<file path="src/rtl/mem_ctrl_pkg.sv">
// Shared types and constants for the memory controller slice.
// MEM_TIMEOUT_EN (when defined) enables the wait-cycle timeout in mem_ctrl.
package mem_ctrl_pkg;

  localparam int BUS_W           = 16;
  localparam int TIMEOUT_DEFAULT = 15;

  typedef enum logic [1:0] {
    IDLE  = 2'd0,
    READ  = 2'd1,
    WRITE = 2'd2,
    FIN   = 2'd3
  } state_t;

endpackage

</file>
<file path="src/rtl/mem_wait_cnt.sv">
// Consecutive wait-cycle counter; flags the edge on which the limit is reached.
// Only instantiated when MEM_TIMEOUT_EN is defined.
module mem_wait_cnt
  import mem_ctrl_pkg::*;
#(
  parameter int LIMIT = TIMEOUT_DEFAULT
) (
  input  logic i_clk,
  input  logic i_rst_n,
  input  logic i_clear,
  input  logic i_inc,
  output logic o_expire
);

  localparam int CW = $clog2(LIMIT + 1);

  logic [CW-1:0] r_cnt;

  always_ff @(posedge i_clk or negedge i_rst_n) begin
    if (!i_rst_n) begin
      r_cnt <= '0;
    end else if (i_clear) begin
      r_cnt <= '0;
    end else if (i_inc) begin
      r_cnt <= r_cnt + 1'b1;
    end
  end

  // Expire on the wait edge that would bring the count up to LIMIT.
  assign o_expire = i_inc && (r_cnt == CW'(LIMIT - 1));

endmodule

</file>
<file path="src/rtl/mem_ctrl.sv">
// Single-outstanding memory access controller between the sequencer/MDR and memory.
// Optional timeout abort is compiled in with MEM_TIMEOUT_EN.
//
// Handshake: RD_REQ/WR_REQ are sampled only in IDLE (read wins); there is no ready
// back-pressure or queuing, and DONE is the single one-cycle completion beat,
// with MMD/M_bus valid in that same cycle for a successful read.
module mem_ctrl
  import mem_ctrl_pkg::*;
#(
  parameter int TIMEOUT_CYCLES = TIMEOUT_DEFAULT
) (
  input  logic             CLK,
  input  logic             CLR,
  input  logic             RD_REQ,
  input  logic             WR_REQ,
  input  logic [BUS_W-1:0] MAR_q,
  input  logic [BUS_W-1:0] MDR_to_M,
  output logic [BUS_W-1:0] M_bus,
  output logic             MMD,
  output logic             BUSY,
  output logic             DONE,
  output logic             ERR,
  output logic [BUS_W-1:0] MEM_ADDR,
  output logic [BUS_W-1:0] MEM_WDATA,
  output logic             MEM_RE,
  output logic             MEM_WE,
  input  logic [BUS_W-1:0] MEM_RDATA,
  input  logic             MEM_RDY,
  output state_t           DBG_STATE
);

  state_t           r_state;
  state_t           w_next;
  logic [BUS_W-1:0] r_addr;
  logic [BUS_W-1:0] r_wdata;
  logic [BUS_W-1:0] r_rdata;
  logic             r_is_rd;
  logic             w_accept;
  logic             w_expire;
  logic             w_err;

  always_ff @(posedge CLK or negedge CLR) begin
    if (!CLR) begin
      r_state <= IDLE;
      r_addr  <= '0;
      r_wdata <= '0;
      r_rdata <= '0;
      r_is_rd <= 1'b0;
    end else begin
      r_state <= w_next;
      if (r_state == IDLE && RD_REQ) begin
        r_addr  <= MAR_q;
        r_wdata <= '0;
        r_is_rd <= 1'b1;
      end else if (r_state == IDLE && WR_REQ) begin
        r_addr  <= MAR_q;
        r_wdata <= MDR_to_M;
        r_is_rd <= 1'b0;
      end
      if (r_state == READ && MEM_RDY) begin
        r_rdata <= MEM_RDATA;
      end
    end
  end

`ifdef MEM_TIMEOUT_EN
  logic r_err;
  logic w_wait;

  assign w_wait = ((r_state == READ) || (r_state == WRITE)) && !MEM_RDY;

  mem_wait_cnt #(
    .LIMIT(TIMEOUT_CYCLES)
  ) u_wait_cnt (
    .i_clk   (CLK),
    .i_rst_n (CLR),
    .i_clear (w_accept),
    .i_inc   (w_wait),
    .o_expire(w_expire)
  );

  always_ff @(posedge CLK or negedge CLR) begin
    if (!CLR) begin
      r_err <= 1'b0;
    end else if (w_accept) begin
      r_err <= 1'b0;
    end else if (w_expire) begin
      r_err <= 1'b1;
    end
  end

  assign w_err = r_err;
`else
  logic w_unused_cfg;

  assign w_unused_cfg = |TIMEOUT_CYCLES;
  assign w_expire     = 1'b0;
  assign w_err        = 1'b0;
`endif

  always_comb begin
    w_next    = r_state;
    w_accept  = 1'b0;
    BUSY      = 1'b0;
    DONE      = 1'b0;
    ERR       = 1'b0;
    MMD       = 1'b0;
    M_bus     = '0;
    MEM_RE    = 1'b0;
    MEM_WE    = 1'b0;
    MEM_ADDR  = '0;
    MEM_WDATA = '0;
    case (r_state)
      IDLE: begin
        if (RD_REQ) begin
          w_next   = READ;
          w_accept = 1'b1;
        end else if (WR_REQ) begin
          w_next   = WRITE;
          w_accept = 1'b1;
        end
      end
      READ: begin
        BUSY     = 1'b1;
        MEM_RE   = 1'b1;
        MEM_ADDR = r_addr;
        if (MEM_RDY || w_expire) w_next = FIN;
      end
      WRITE: begin
        BUSY      = 1'b1;
        MEM_WE    = 1'b1;
        MEM_ADDR  = r_addr;
        MEM_WDATA = r_wdata;
        if (MEM_RDY || w_expire) w_next = FIN;
      end
      FIN: begin
        DONE   = 1'b1;
        ERR    = w_err;
        // An aborted read must not load stale data into the MDR.
        MMD    = r_is_rd && !w_err;
        M_bus  = (r_is_rd && !w_err) ? r_rdata : '0;
        w_next = IDLE;
      end
      default: w_next = IDLE;
    endcase
  end

  assign DBG_STATE = r_state;

endmodule

</file>
<file path="config.mk">
export PLATFORM = sky130hd
export DESIGN_NAME = mem_ctrl
export DESIGN_NICKNAME = d
export VERILOG_FILES = /design/src/rtl/mem_ctrl_pkg.sv /design/src/rtl/mem_wait_cnt.sv /design/src/rtl/mem_ctrl.sv
export SDC_FILE = /design/constraint.sdc
export NUM_CORES = 1
export LEC_CHECK = 0
export ABC_AREA = 1
export CAP_MARGIN = 25
export CORE_UTILIZATION = 42
export DETAILED_ROUTE_END_ITERATION = 7
export PLACE_DENSITY_LB_ADDON = 0.2
export SYNTH_ARGS = -nofsm -noshare
export SYNTH_HDL_FRONTEND = slang
export SYNTH_HIERARCHICAL = 1
export SYNTH_SLANG_ARGS = --single-unit
</file>
<file path="constraint.sdc">
create_clock -name CLK -period 1.55 [get_ports CLK]
set_input_delay 0.31 -clock CLK [delete_from_list [all_inputs] [get_ports CLK]]
set_output_delay 0.31 -clock CLK [all_outputs]
set_load 0.02 [all_outputs]
</file>
==> results by group, run 1 <==
Logic synthesis
  • Post-Syn Area: 2510 µm²
  • Mapped Nets: 388
  • Synth Register Bits: 51
  • Yosys warns: 6
  • Synth cell types: 15
  • Sequential area share after synthesis: 0.508
  • Largest area contributor in the netlist: dfrtp_1
  • Post-synthesis cell count: 329
  • Top cell type's share of synthesized area: 0.508
  • Mean Syn Cell Area: 7.63 µm²
  • Leading post-synthesis cells by cell area: dfrtp_1, nand2_1, nand3_1

Final layout
  • Nets@finish: 510
  • Diodes inserted: 0
  • Layout area overhead: 68.8%
  • Commonest cells after routing, fill and taps aside: nand2_1, clkdlybuf4s50_1, nand3_1, dfrtp_1
  • Commonest non-fill, non-tap cell in the layout: nand2_1
  • Ratio of cells with drive above 1 in the final layout: 0.330

STA
  • # setup viols final: 50
  • Setup TNS: -10.37 ns
  • Min Tclk post-route: 1.79 ns
  • Post-Route Skew: 0.00489 ns
  • Hold_ws: -0.0116 ns
  • Hold Fails Final Rpt: 23
  • Post-route setup slack: -0.244 ns
  • Tcrit/Tclk final: 1.16
  • RSZ-0062 raised after global routing: true
  • Worst-Margin Slew: 0.572 ns
  • Slew Limit Fails: 0
  • Rel. slew slack: 0.618
  • Maximum operating frequency: 557 MHz

Detailed routing
  • DR pass1 iterations: 4
  • DR WL/cell: 13.5 µm
  • Via density: 4.79
  • DRT iter0 DRCs: 98
  • Post-route DRC: 0
  • Routed Antenna Nets: 0
  • Via count: 2508
  • Final wirelength: 7.07 mm

Outcome
  • Failing checks: negative hold slack, negative setup slack
  • Status: finished, violations left

CTS
  • CTS clk-pin slew, worst paths: 0.09 ns
  • CTS Buf Count: 5
  • H-tree level count: 2
  • Longest Clk Path Bufs: 2
  • CTS sink cnt: 51
  • Hold buffer count at cts: 0
  • Latest clock arrival within the worst-skew pair: 0.31 ns
  • TritonCTS clock tree: done
  • Clock tree root driver cell: clkbuf_8

Pwr
  • Psw: 3.65 mW
  • Leak: 2.32 nW
  • Clock Power Share: 0.112
  • VDD IR max: 0.00143 V
  • Pint: 4.89 mW
  • PwrDens: 2020 nW/µm²
  • Combinational share of power: 0.614
  • Sw Share: 0.427
  • Flop pwr share: 0.274

Worst setup path
  • Worst Path Required: 1.24 ns
  • CP max FO: 8
  • Worst setup SP type: flop
  • Crit Reg-Reg Startpoint: DBG_STATE[1]$_DFFE_PN0P_
  • Crit path launch: DBG_STATE[1]$_DFFE_PN0P_
  • Critical path type: flop to primary output
  • Worst EP arrival: 1.48 ns
  • CP endpoint kind: primary output

Placement
  • GPL Wtd Cong: 0.741
  • Dpl hpwl: 4.58 mm
  • Number of buffers added on ports: 107

Global routing
  • Largest net degree at the start of global routing: 33
  • GRT Util Overall: 0.232
  • First-pass GRT wire length: 11.2 mm
  • Vias in the first global route: 2451
  • Remaining Overflow, GRT: 0
  • Initial antenna violation count: 0

Floorplan
  • Die area: 6290 µm²
  • Die Width: 79.3 µm
  • Row count: 27
  • I/O Pins: 109
  • Core area: 5640 µm²
  • Initial core utilization: 0.445
  • Die Ht: 79.3 µm

Run
  • Max-Cap Viols: 0

Hold path
  • Worst hold path class: input pin to async pin
registers in the layout, summed over array words and instances, names as in the netlist:
name,flops
r_wdata,16
r_rdata,16
r_addr,16
DBG_STATE,2
r_is_rd,1
final timing paths:
path | slack, ns | endpoint | cells after the start
max in group asynchronous | 1.02 | DBG_STATE[1]$_DFFE_PN0P_ | 2
worst min-delay path | -0.01 | r_rdata[4]$_DFFE_PN0P_ | 1
worst max register to register | 0.12 | DBG_STATE[1]$_DFFE_PN0P_ | 8
min in group CLK | 0.52 | r_wdata[4]$_DFFE_PN0P_ | 2
worst min register to register | 0.52 | r_wdata[4]$_DFFE_PN0P_ | 2
worst max-delay path | -0.24 | MEM_ADDR[0] | 6
synth_stat cells:
library cell and n:
dfrtp_1 51, nand3_1 49, nand2_2 3, ha_1 6, nand2_1 95, a21oi_1 16, clkinv_1 1, conb_1 1
buf_4 4, nand3_2 2, clkbuf_1 2, buf_6 1, nor2_1 33, buf_2 12, inv_1 53
power by group through the flow:
stage / sequential [mW] / clock, mW / combinational [mW]
final: 2.34 / 0.957 / 5.24
after global routing: 2.41 / 1.02 / 5.65
after CTS: 2.29 / 0.965 / 4.78
after detailed placement: 2.26 / 0 / 4.34
after global placement: 2.26 / 0 / 4.21
after floorplan: 2.23 / 0 / 2.63
per-stage QoR:
step	instances	utilization	instance area [µm²]	worst slack, ns	total power [mW]
after floorplan	329	-	2570	-0.0504	4.86
after global placement	505	0.675	3810	-0.321	6.47
after detailed placement	505	0.675	3810	-0.359	6.60
after CTS	518	0.726	4090	-0.249	8.04
after global routing	524	0.751	4240	-0.302	9.08
final	524	0.751	4240	-0.244	8.54
routing by layer:
layer / part of all wire / vias to the layer above / wire length, µm / track usage
met5: 0 / - / 0 / 0
met4: 0.0089 / 0 / 63 / 0.0600
met3: 0.072 / 6 / 507 / 0.0609
met2: 0.52 / 87 / 3660 / 0.418
met1: 0.40 / 1180 / 2840 / 0.271
li1: - / 1235 / - / -
cells by family after synthesis:
| logic type | after synthesis | share of synthesized area |
|---|---|---|
| buffers and inverters | 73 | 0.124 |
| AO/OA/AOI/OAI | 16 | 0.0319 |
| other | 1 | 0.00149 |
| AND/OR/NAND/NOR | 182 | 0.304 |
| flip-flops | 51 | 0.508 |
| adder cells (fa/ha/maj) | 6 | 0.0299 |
layout make-up:
type                    count  area, µm²
multi-input cells         205       1140
flip-flops and latches     51       1280
clock inverters             2       35.0
well taps                  72       90.1
inverters                  54        208
fillers                   429       1400
clock buffers               6       82.6
repair buffers            134       1400
repair_timing:
| action | 4_1_cts | 5_1_grt |
|---|---|---|
| setup endpoints to repair | 55 | 56 |
| buffers inserted | 3 | 6 |
| gates cloned | 2 | 0 |
| gates resized for setup | 326 | 37 |
| pin swaps | 2 | 1 |
critical path, stage by stage (launching register included):
cell	delay (ns)
dfrtp_2	0.42
inv_2	0.06
ha_4	0.33
buf_8	0.15
nand2_2	0.06
inv_2	0.05
buf_6	0.10
Note: power is estimated with default switching activity, not from simulation.
==> run 2: changes to the inputs <==
--- a/config.mk
+++ b/config.mk
@@ -10,6 +10,7 @@
 export CORE_UTILIZATION = 42
 export DETAILED_ROUTE_END_ITERATION = 7
 export PLACE_DENSITY_LB_ADDON = 0.2
+export SLEW_MARGIN = 10
 export SYNTH_ARGS = -nofsm -noshare
 export SYNTH_HDL_FRONTEND = slang
 export SYNTH_HIERARCHICAL = 1
==> results of run 2 <==
Final layout, timing and power as in run 1 (identical DEF).
